File: src/rtl/if_id_pkg.sv
// Shared definitions for the fetch-to-decode prefetch queue.
package if_id_pkg;

    localparam int WIDTH_DEFAULT = 32;
    localparam int DEPTH_DEFAULT = 4;

    // One buffered fetch result: the PC+4 value and the fetched instruction word.
    typedef struct packed {
        logic [WIDTH_DEFAULT-1:0] pc;
        logic [WIDTH_DEFAULT-1:0] instr;
    } if_entry_t;

    // All-zero word is the pipeline NOP; decode sees it whenever the queue is empty.
    localparam logic [WIDTH_DEFAULT-1:0] NOP_INSTR = '0;

endpackage

File: src/rtl/if_queue_mem.sv
// Register file backing the prefetch queue: one synchronous write port and
// one combinational read port. Contents are never reset; the queue's count
// decides which entries are meaningful.
module if_queue_mem #(
    parameter int DEPTH  = 4,
    parameter int DATA_W = 64,
    parameter int ADDR_W = $clog2(DEPTH)
) (
    input  logic              clk,
    input  logic              i_wrEn,
    input  logic [ADDR_W-1:0] i_wrAddr,
    input  logic [DATA_W-1:0] i_wrData,
    input  logic [ADDR_W-1:0] i_rdAddr,
    output logic [DATA_W-1:0] o_rdData
);

    logic [DATA_W-1:0] r_mem [DEPTH];

    // Capture the incoming entry at the write pointer when the queue accepts a push.
    always_ff @(posedge clk) begin
        if (i_wrEn) begin
            r_mem[i_wrAddr] <= i_wrData;
        end
    end

    assign o_rdData = r_mem[i_rdAddr];

endmodule

File: src/rtl/if_id_queue.sv
// Instruction prefetch queue between fetch and decode. Fetch results are
// buffered in a small FIFO; fetch is frozen only when the FIFO is full, and a
// taken branch discards everything buffered. Decode pops with valid/ready.
module if_id_queue
    import if_id_pkg::*;
#(
    parameter int DEPTH = DEPTH_DEFAULT,
    parameter int WIDTH = WIDTH_DEFAULT
) (
    input  logic             clk,
    input  logic             rst,
    input  logic             in_valid,
    input  logic [WIDTH-1:0] in_pc,
    input  logic [WIDTH-1:0] in_instr,
    input  logic             flush,
    output logic             freeze,
    output logic             out_valid,
    output logic [WIDTH-1:0] out_pc,
    output logic [WIDTH-1:0] out_instr,
    input  logic             out_ready
);

    // DEPTH must be a power of two so the pointers wrap by natural overflow.
    localparam int AW = $clog2(DEPTH);
    localparam int CW = AW + 1;

    logic [AW-1:0]      r_wrPtr;
    logic [AW-1:0]      r_rdPtr;
    logic [CW-1:0]      r_count;

    logic               w_full;
    logic               w_empty;
    logic               w_push;
    logic               w_pop;
    logic [2*WIDTH-1:0] w_rdData;

    assign w_full  = (r_count == CW'(DEPTH));
    assign w_empty = (r_count == '0);

    // Freeze looks only at occupancy: a pop in the same cycle does not make
    // room for a push, which keeps the fetch-side path free of out_ready.
    assign w_push = in_valid && !w_full && !flush;
    assign w_pop  = out_valid && out_ready && !flush;

    assign freeze    = w_full;
    assign out_valid = !w_empty;

    // Present the head entry, or a NOP with a zero PC when nothing is buffered.
    assign out_pc    = w_empty ? '0 : w_rdData[2*WIDTH-1:WIDTH];
    assign out_instr = w_empty ? WIDTH'(NOP_INSTR) : w_rdData[WIDTH-1:0];

    if_queue_mem #(
        .DEPTH  (DEPTH),
        .DATA_W (2 * WIDTH),
        .ADDR_W (AW)
    ) u_mem (
        .clk      (clk),
        .i_wrEn   (w_push),
        .i_wrAddr (r_wrPtr),
        .i_wrData ({in_pc, in_instr}),
        .i_rdAddr (r_rdPtr),
        .o_rdData (w_rdData)
    );

    // Pointer and occupancy bookkeeping; a flush empties the queue ahead of any push or pop.
    always_ff @(posedge clk or negedge rst) begin
        if (!rst) begin
            r_wrPtr <= '0;
            r_rdPtr <= '0;
            r_count <= '0;
        end else if (flush) begin
            r_wrPtr <= '0;
            r_rdPtr <= '0;
            r_count <= '0;
        end else begin
            if (w_push) begin
                r_wrPtr <= r_wrPtr + AW'(1);
            end
            if (w_pop) begin
                r_rdPtr <= r_rdPtr + AW'(1);
            end
            case ({w_push, w_pop})
                2'b10:   r_count <= r_count + CW'(1);
                2'b01:   r_count <= r_count - CW'(1);
                default: r_count <= r_count;
            endcase
        end
    end

endmodule

File: config.mk
export PLATFORM = sky130hd
export DESIGN_NAME = if_id_queue
export DESIGN_NICKNAME = d
export VERILOG_FILES = /design/src/rtl/if_id_pkg.sv /design/src/rtl/if_queue_mem.sv /design/src/rtl/if_id_queue.sv
export SDC_FILE = /design/constraint.sdc
export NUM_CORES = 1
export LEC_CHECK = 0
export ABC_AREA = 1
export CAP_MARGIN = 5
export CORE_AREA = 3 3 174 176
export DETAILED_ROUTE_END_ITERATION = 7
export DIE_AREA = 0 0 177 179
export HOLD_SLACK_MARGIN = 0.08
export PLACE_DENSITY = 0.6
export SLEW_MARGIN = 30
export SYNTH_ARGS = -nofsm -noshare
export SYNTH_HDL_FRONTEND = slang
export SYNTH_SLANG_ARGS = --single-unit
File: constraint.sdc
create_clock -name clk -period 8.3 [get_ports clk]
set_clock_uncertainty 0.15 [all_clocks]
set_input_delay 0.83 -clock clk [delete_from_list [all_inputs] [get_ports clk]]
set_output_delay 0.83 -clock clk [all_outputs]
set_load 0.03 [all_outputs]
==> results of run 1 <==
-- registers in the layout, indices dropped and copies added, names as in the netlist --
register,flops
r_wrPtr,2
r_rdPtr,2
u_mem.r_mem,256
r_count,3
-- worst register-to-register path, stage by stage, from the launching register on --
cell and delay, ns:
dfrtp_1 0.41, nor2_1 0.09, nand2_1 0.08, nand2_1 0.09, nor2_1 0.17, inv_1 0.19, nor2_4 0.47, buf_16 0.25
buf_4 0.49
-- cells by family (layout without fill, tap and decap cells) --
family,Yosys count,after routing,share of synthesized area
simple gates,287,287,0.104
flops,263,263,0.760
compound gates,200,200,0.0970
buf+inv,63,212,0.0311
fa+ha+maj,5,5,0.00677
xor+xnor,1,1,0.000847
-- per-layer routing --
metal,share of wire,up-vias,wire (um),global-route usage
met5,0,-,0,0
met4,0.022,0,508,0.0373
met3,0.041,34,949,0.0218
met2,0.50,148,11600,0.256
met1,0.44,3120,10300,0.195
li1,-,3150,-,-
-- where the power goes --
group	internal [uW]	leakage (uW)	switching, uW
logic	523	0.00152	990
registers	1540	0.00241	47.8
clock network	682	0.000410	477
total	2750	0.00434	1510
-- per-stage QoR --
stage	hold WS (ns)	power [uW]	cells	setup WS [ns]
CTS	0.407	4320	1352	3.71
finish	0.397	4260	1352	3.77
detailed placement	0.390	3150	1302	4.31
global placement	0.375	3140	1298	4.32
floorplan	0.353	2540	819	3.85
global route	0.443	4480	1352	3.55
-- worst min path at each step --
| stage | to | slack, ns | cells after the start |
|---|---|---|---|
| floorplan | r_count[1] | 0.35 | 2 |
| global route | r_count[1] | 0.44 | 2 |
| detailed placement | r_count[1] | 0.39 | 2 |
| global placement | r_count[1] | 0.38 | 2 |
| finish | r_count[1] | 0.40 | 2 |
| CTS | r_count[1] | 0.41 | 2 |
-- final cells by class --
class	count	area [um^2]
Inverter	15	61.3
Fill cell	2576	15800
Multi-Input combinational cell	493	2190
Clock inverter	11	109
Clock buffer	39	742
Timing Repair Buffer	147	1510
Sequential cell	263	7870
Tap cell	384	480
-- cell usage in the layout (no fill, tap or decap) --
| cell | synthesis | routed |
|---|---|---|
| a21boi_0 | 1 | 1 |
| a21oi_1 | 67 | 67 |
| buf_16 | 0 | 3 |
| buf_4 | 14 | 9 |
| buf_8 | 0 | 1 |
| bufinv_16 | 0 | 2 |
| clkbuf_1 | 12 | 11 |
| clkbuf_16 | 0 | 28 |
| clkdlybuf4s50_1 | 0 | 134 |
| clkinv_1 | 0 | 6 |
| clkinv_2 | 0 | 2 |
| clkinv_8 | 0 | 1 |
| dfrtp_1 | 7 | 5 |
| dfrtp_2 | 0 | 1 |
| dfrtp_4 | 0 | 1 |
| edfxtp_1 | 256 | 256 |
| fa_1 | 1 | 1 |
| ha_1 | 4 | 4 |
| inv_1 | 13 | 12 |
| inv_2 | 2 | 2 |
| inv_6 | 0 | 1 |
| nand2_1 | 22 | 22 |
| nand3_1 | 2 | 2 |
| nor2_1 | 263 | 259 |
| nor2_4 | 0 | 4 |
| o21ai_0 | 129 | 129 |
| o21ai_1 | 3 | 3 |
| xnor2_1 | 1 | 1 |
==> out/metrics.cfg, run 1 <==
[worst_setup_path]
startpoint=r_rdPtr[0]
slowest_delay_ns=0.79
cp_top_family=buffers and inverters
required_ns=7.32
path_buf_inv=2
crit_path_start_kind=flip-flop
crit_type=reg2out
path_depth=6
endpoint_kind=output pin
slowest_stage=dfrtp_4
reg2reg_from=r_count[0]
cp.arrival_ns=3.55
crit_chain=buf_4 -> nor2_1 -> nor2_1 -> o21ai_0 -> a21oi_1 -> clkdlybuf4s50_1
r2r_end=u_mem.r_mem[3][5]
critPathCapture=out_instr[31]
regToRegSetupSlack_ns=5.53
cp_max_fo=81
cp_common_cell=nor2_1
reg2reg_depth=8

[yosys]
synth.area.top_cells=edfxtp_1, nor2_1, o21ai_0, a21oi_1, dfrtp_1
synth_edf_count=256
synthArstFlopShare=0.0266
ys_top_cells_by_count=nor2_1, edfxtp_1, o21ai_0
yosysTopAreaCell=edfxtp_1
yosys_warnings=0
syn-num-nets=893
ys_types=19
synth.ff_latch_count=263
synth.most_common_cell=nor2_1
yosysSeqAreaShare=0.760
netlist_area_mm2=0.0103
avgSynthCellArea_um2=12.6
ys.flop_type=edfxtp_1
synthDominantCellAreaShare=0.743
syn_inst=819

[pwr]
vdd_drop_max_v=0.000225
leakage_uw=0.00434
powerDensity_mw_per_mm2=329

[min_path]
hp-class=reg2reg
hp-start=r_count[1]

[clock_network]
postCtsSetupRepairBufs=0
cts_max_level=1
cts_tree=built
clk_pin_slew_worst_paths_ns=0.06
cts-root-buf=clkbuf_16
cts.repair.resized=0
numCtsBuffers=28
clock_path_buffers=3
clock_latency_ns=0.54
clock_sinks=263
cts_hold_buf=0

[die]
rows=62
die_y_um=179
initial_utilization=0.359
die_w_um=177
dieArea_mm2=0.0317
coreArea_mm2=0.0288
ios=135

[global_route]
grt_pass1_wl_mm=36.8
gr-total-overflow=0
grtUsageTotal=0.147
grt_pass1_vias=6596
grt_max_degree=130
antenna_found_initial=0

[sta]
timing.fmax_ghz=0.221
slew_viol_final=0
fin_crit_sh=0.545
worst-slew-pin-transition_ns=0.959
fin_setup_tns_ns=0
setup-violations-final=0
rsz0062_at_grt=no
period_minus_slack_ns=4.53
hold_viol=0
relSlewSlack=0.361

[drt]
dr.pass1.iters=5
drc_errors=0
drt-initial-drc-count=416
routed_wl_mm=23.4
num_vias=6452
vias_per_cell=4.77
wl_per_cell_um=17.3
postRouteAntennaNets=0

[placed_design]
dp_hpwl_mm=13.1
routabilityCongestion=0.734
placed_area_mm2=0.0121
io_buffers=134

[finish]
num_antenna_cells=0
utilization=0.450
postLayoutCellArea_mm2=0.0130
drive_above_1_share=0.0568
synthToLayoutAreaGrowth_pct=25.3
nets=1022

[run_status]
status=finished clean

[run]
maxCapViolCount=0

Power figures use the tool's default switching activity.
==> inputs of run 2 (changes only) <==
Clock period 8.3 ns to 4.75 ns, I/O delays scaled along.
==> out/metrics.cfg, run 2 (same netlist as run 1, synthesis figures left out) <==
[run_status]
status=finished clean

[die]
rows=62
die_w_um=177
initial_utilization=0.359
coreArea_mm2=0.0288
die_y_um=179
ios=135
dieArea_mm2=0.0317

[worst_setup_path]
cp_top_family=buffers and inverters
endpoint_kind=output pin
crit_path_start_kind=flip-flop
slowest_delay_ns=0.73
required_ns=4.12
crit_chain=inv_4 -> buf_12 -> o21ai_0 -> a21oi_1 -> clkdlybuf4s50_1
crit_type=reg2out
cp_max_fo=78
slowest_stage=clkdlybuf4s50_1
cp.arrival_ns=2.92
path_buf_inv=3

[placed_design]
routabilityCongestion=0.780
dp_hpwl_mm=13.0
placedCellCount=1301
io_buffers=134

[drt]
drt-initial-drc-count=474
routed_wl_mm=23.7
num_vias=6483
met1Wirelength_mm=10.2
vias_per_cell=4.79
wl_met3_mm=1.22
postRouteAntennaNets=0
met2_wirelength_mm=11.6
topRoutingLayerUsed=met5
dr.pass1.iters=5
wl_per_cell_um=17.5
drc_errors=0

[pwr]
p_int_uw=5020
powerDensity_mw_per_mm2=589
pwr-share-comb=0.355
power_frac_seq=0.356
power_switching_uw=2670
netSwitchingFraction=0.348
leakage_uw=0.00440
power.clock.fraction=0.289
vdd_drop_max_v=0.000344

[clock_network]
cts_max_level=1
cts.repair.resized=0
cts-root-buf=clkbuf_16
numCtsBuffers=28
cts_tree=built
clk_pin_slew_worst_paths_ns=0.06
clock_latency_ns=0.52
clock_sinks=263
clock_path_buffers=3
postCtsSetupRepairBufs=0
cts_hold_buf=1

[finish]
nets=1022
utilization=0.454
final_cells=1354
reg.largest.list=u_mem.r_mem x256, r_count x3
fillers=2564
most-common-layout-cells=nor2_1, edfxtp_1, clkdlybuf4s50_1
drive_above_1_share=0.0640
synthToLayoutAreaGrowth_pct=26.2
largest-register=u_mem.r_mem
largest_reg_flops=256
final_common_cell=nor2_1

[global_route]
grtUsageTotal=0.148
antenna_found_initial=1
grt_max_degree=130
grt_pass1_wl_mm=36.6
gr-total-overflow=0
grt_pass1_vias=6561

[sta]
period_minus_slack_ns=3.54
slew_viol_final=0
whs_ns=0.396
hold_viol=0
fin_setup_tns_ns=0
rsz0062_at_grt=no
fin_crit_sh=0.746
setup-violations-final=0
relSlewSlack=0.428
timing.fmax_ghz=0.282
worst-slew-pin-transition_ns=0.857

[run]
maxCapViolCount=0

[min_path]
hp-class=reg2reg

run 2: cell type report:
cell class	instances	area, um^2	area share
Antenna cell	1	2.50	0.000192
Tap cell	384	480	0.0368
Sequential cell	263	7870	0.603
Inverter	15	58.8	0.00450
Clock buffer	32	737	0.0564
Multi-Input combinational cell	493	2190	0.168
Clock inverter	19	215	0.0165
Timing Repair Buffer	147	1500	0.115
run 2: metal layers:
layer,up-vias,track usage
met5,-,0
met4,2,0.0357
met3,45,0.0275
met2,162,0.256
met1,3123,0.193
li1,3151,-
run 2: worst register-to-register path, cell delays in order, from the launching register on:
cell and delay, ns:
dfrtp_1 0.42, nor2_1 0.09, nand2_1 0.09, nand2_1 0.10, nor2_1 0.17, inv_1 0.21
nor2_4 0.43, buf_12 0.40
run 2: worst paths after layout:
path | cells after the start | startpoint | endpoint | slack [ns]
max | 5 | r_rdPtr[0] | out_pc[0] | 1.21
min | 2 | r_count[1] | r_count[1] | 0.40
max reg2reg | 7 | r_count[0] | u_mem.r_mem[1][16] | 2.32
min reg2reg | 2 | r_count[1] | r_count[1] | 0.40
max in group asynchronous | 2 | rst | r_rdPtr[0] | 3.56
min in group asynchronous | 2 | rst | r_count[2] | 0.61
run 2: per-stage QoR:
step / cell area (um^2) / power (uW) / setup WS (ns)
3_5_place_dp: 12100 / 5550 / 1.73
4_1_cts: 13100 / 7800 / 1.17
2_1_floorplan: 10300 / 4440 / 0.599
6_report: 13100 / 7690 / 1.21
3_3_place_gp: 12100 / 5530 / 1.75
5_1_grt: 13100 / 8070 / 1.04
run 2: power groups by stage:
stage / Clock [uW] / Combinational, uW / Sequential, uW
after detailed placement: 0 / 2760 / 2780
after floorplan: 0 / 1660 / 2780
after global routing: 2370 / 2950 / 2750
final: 2220 / 2730 / 2740
after CTS: 2290 / 2780 / 2740
after global placement: 0 / 2750 / 2780
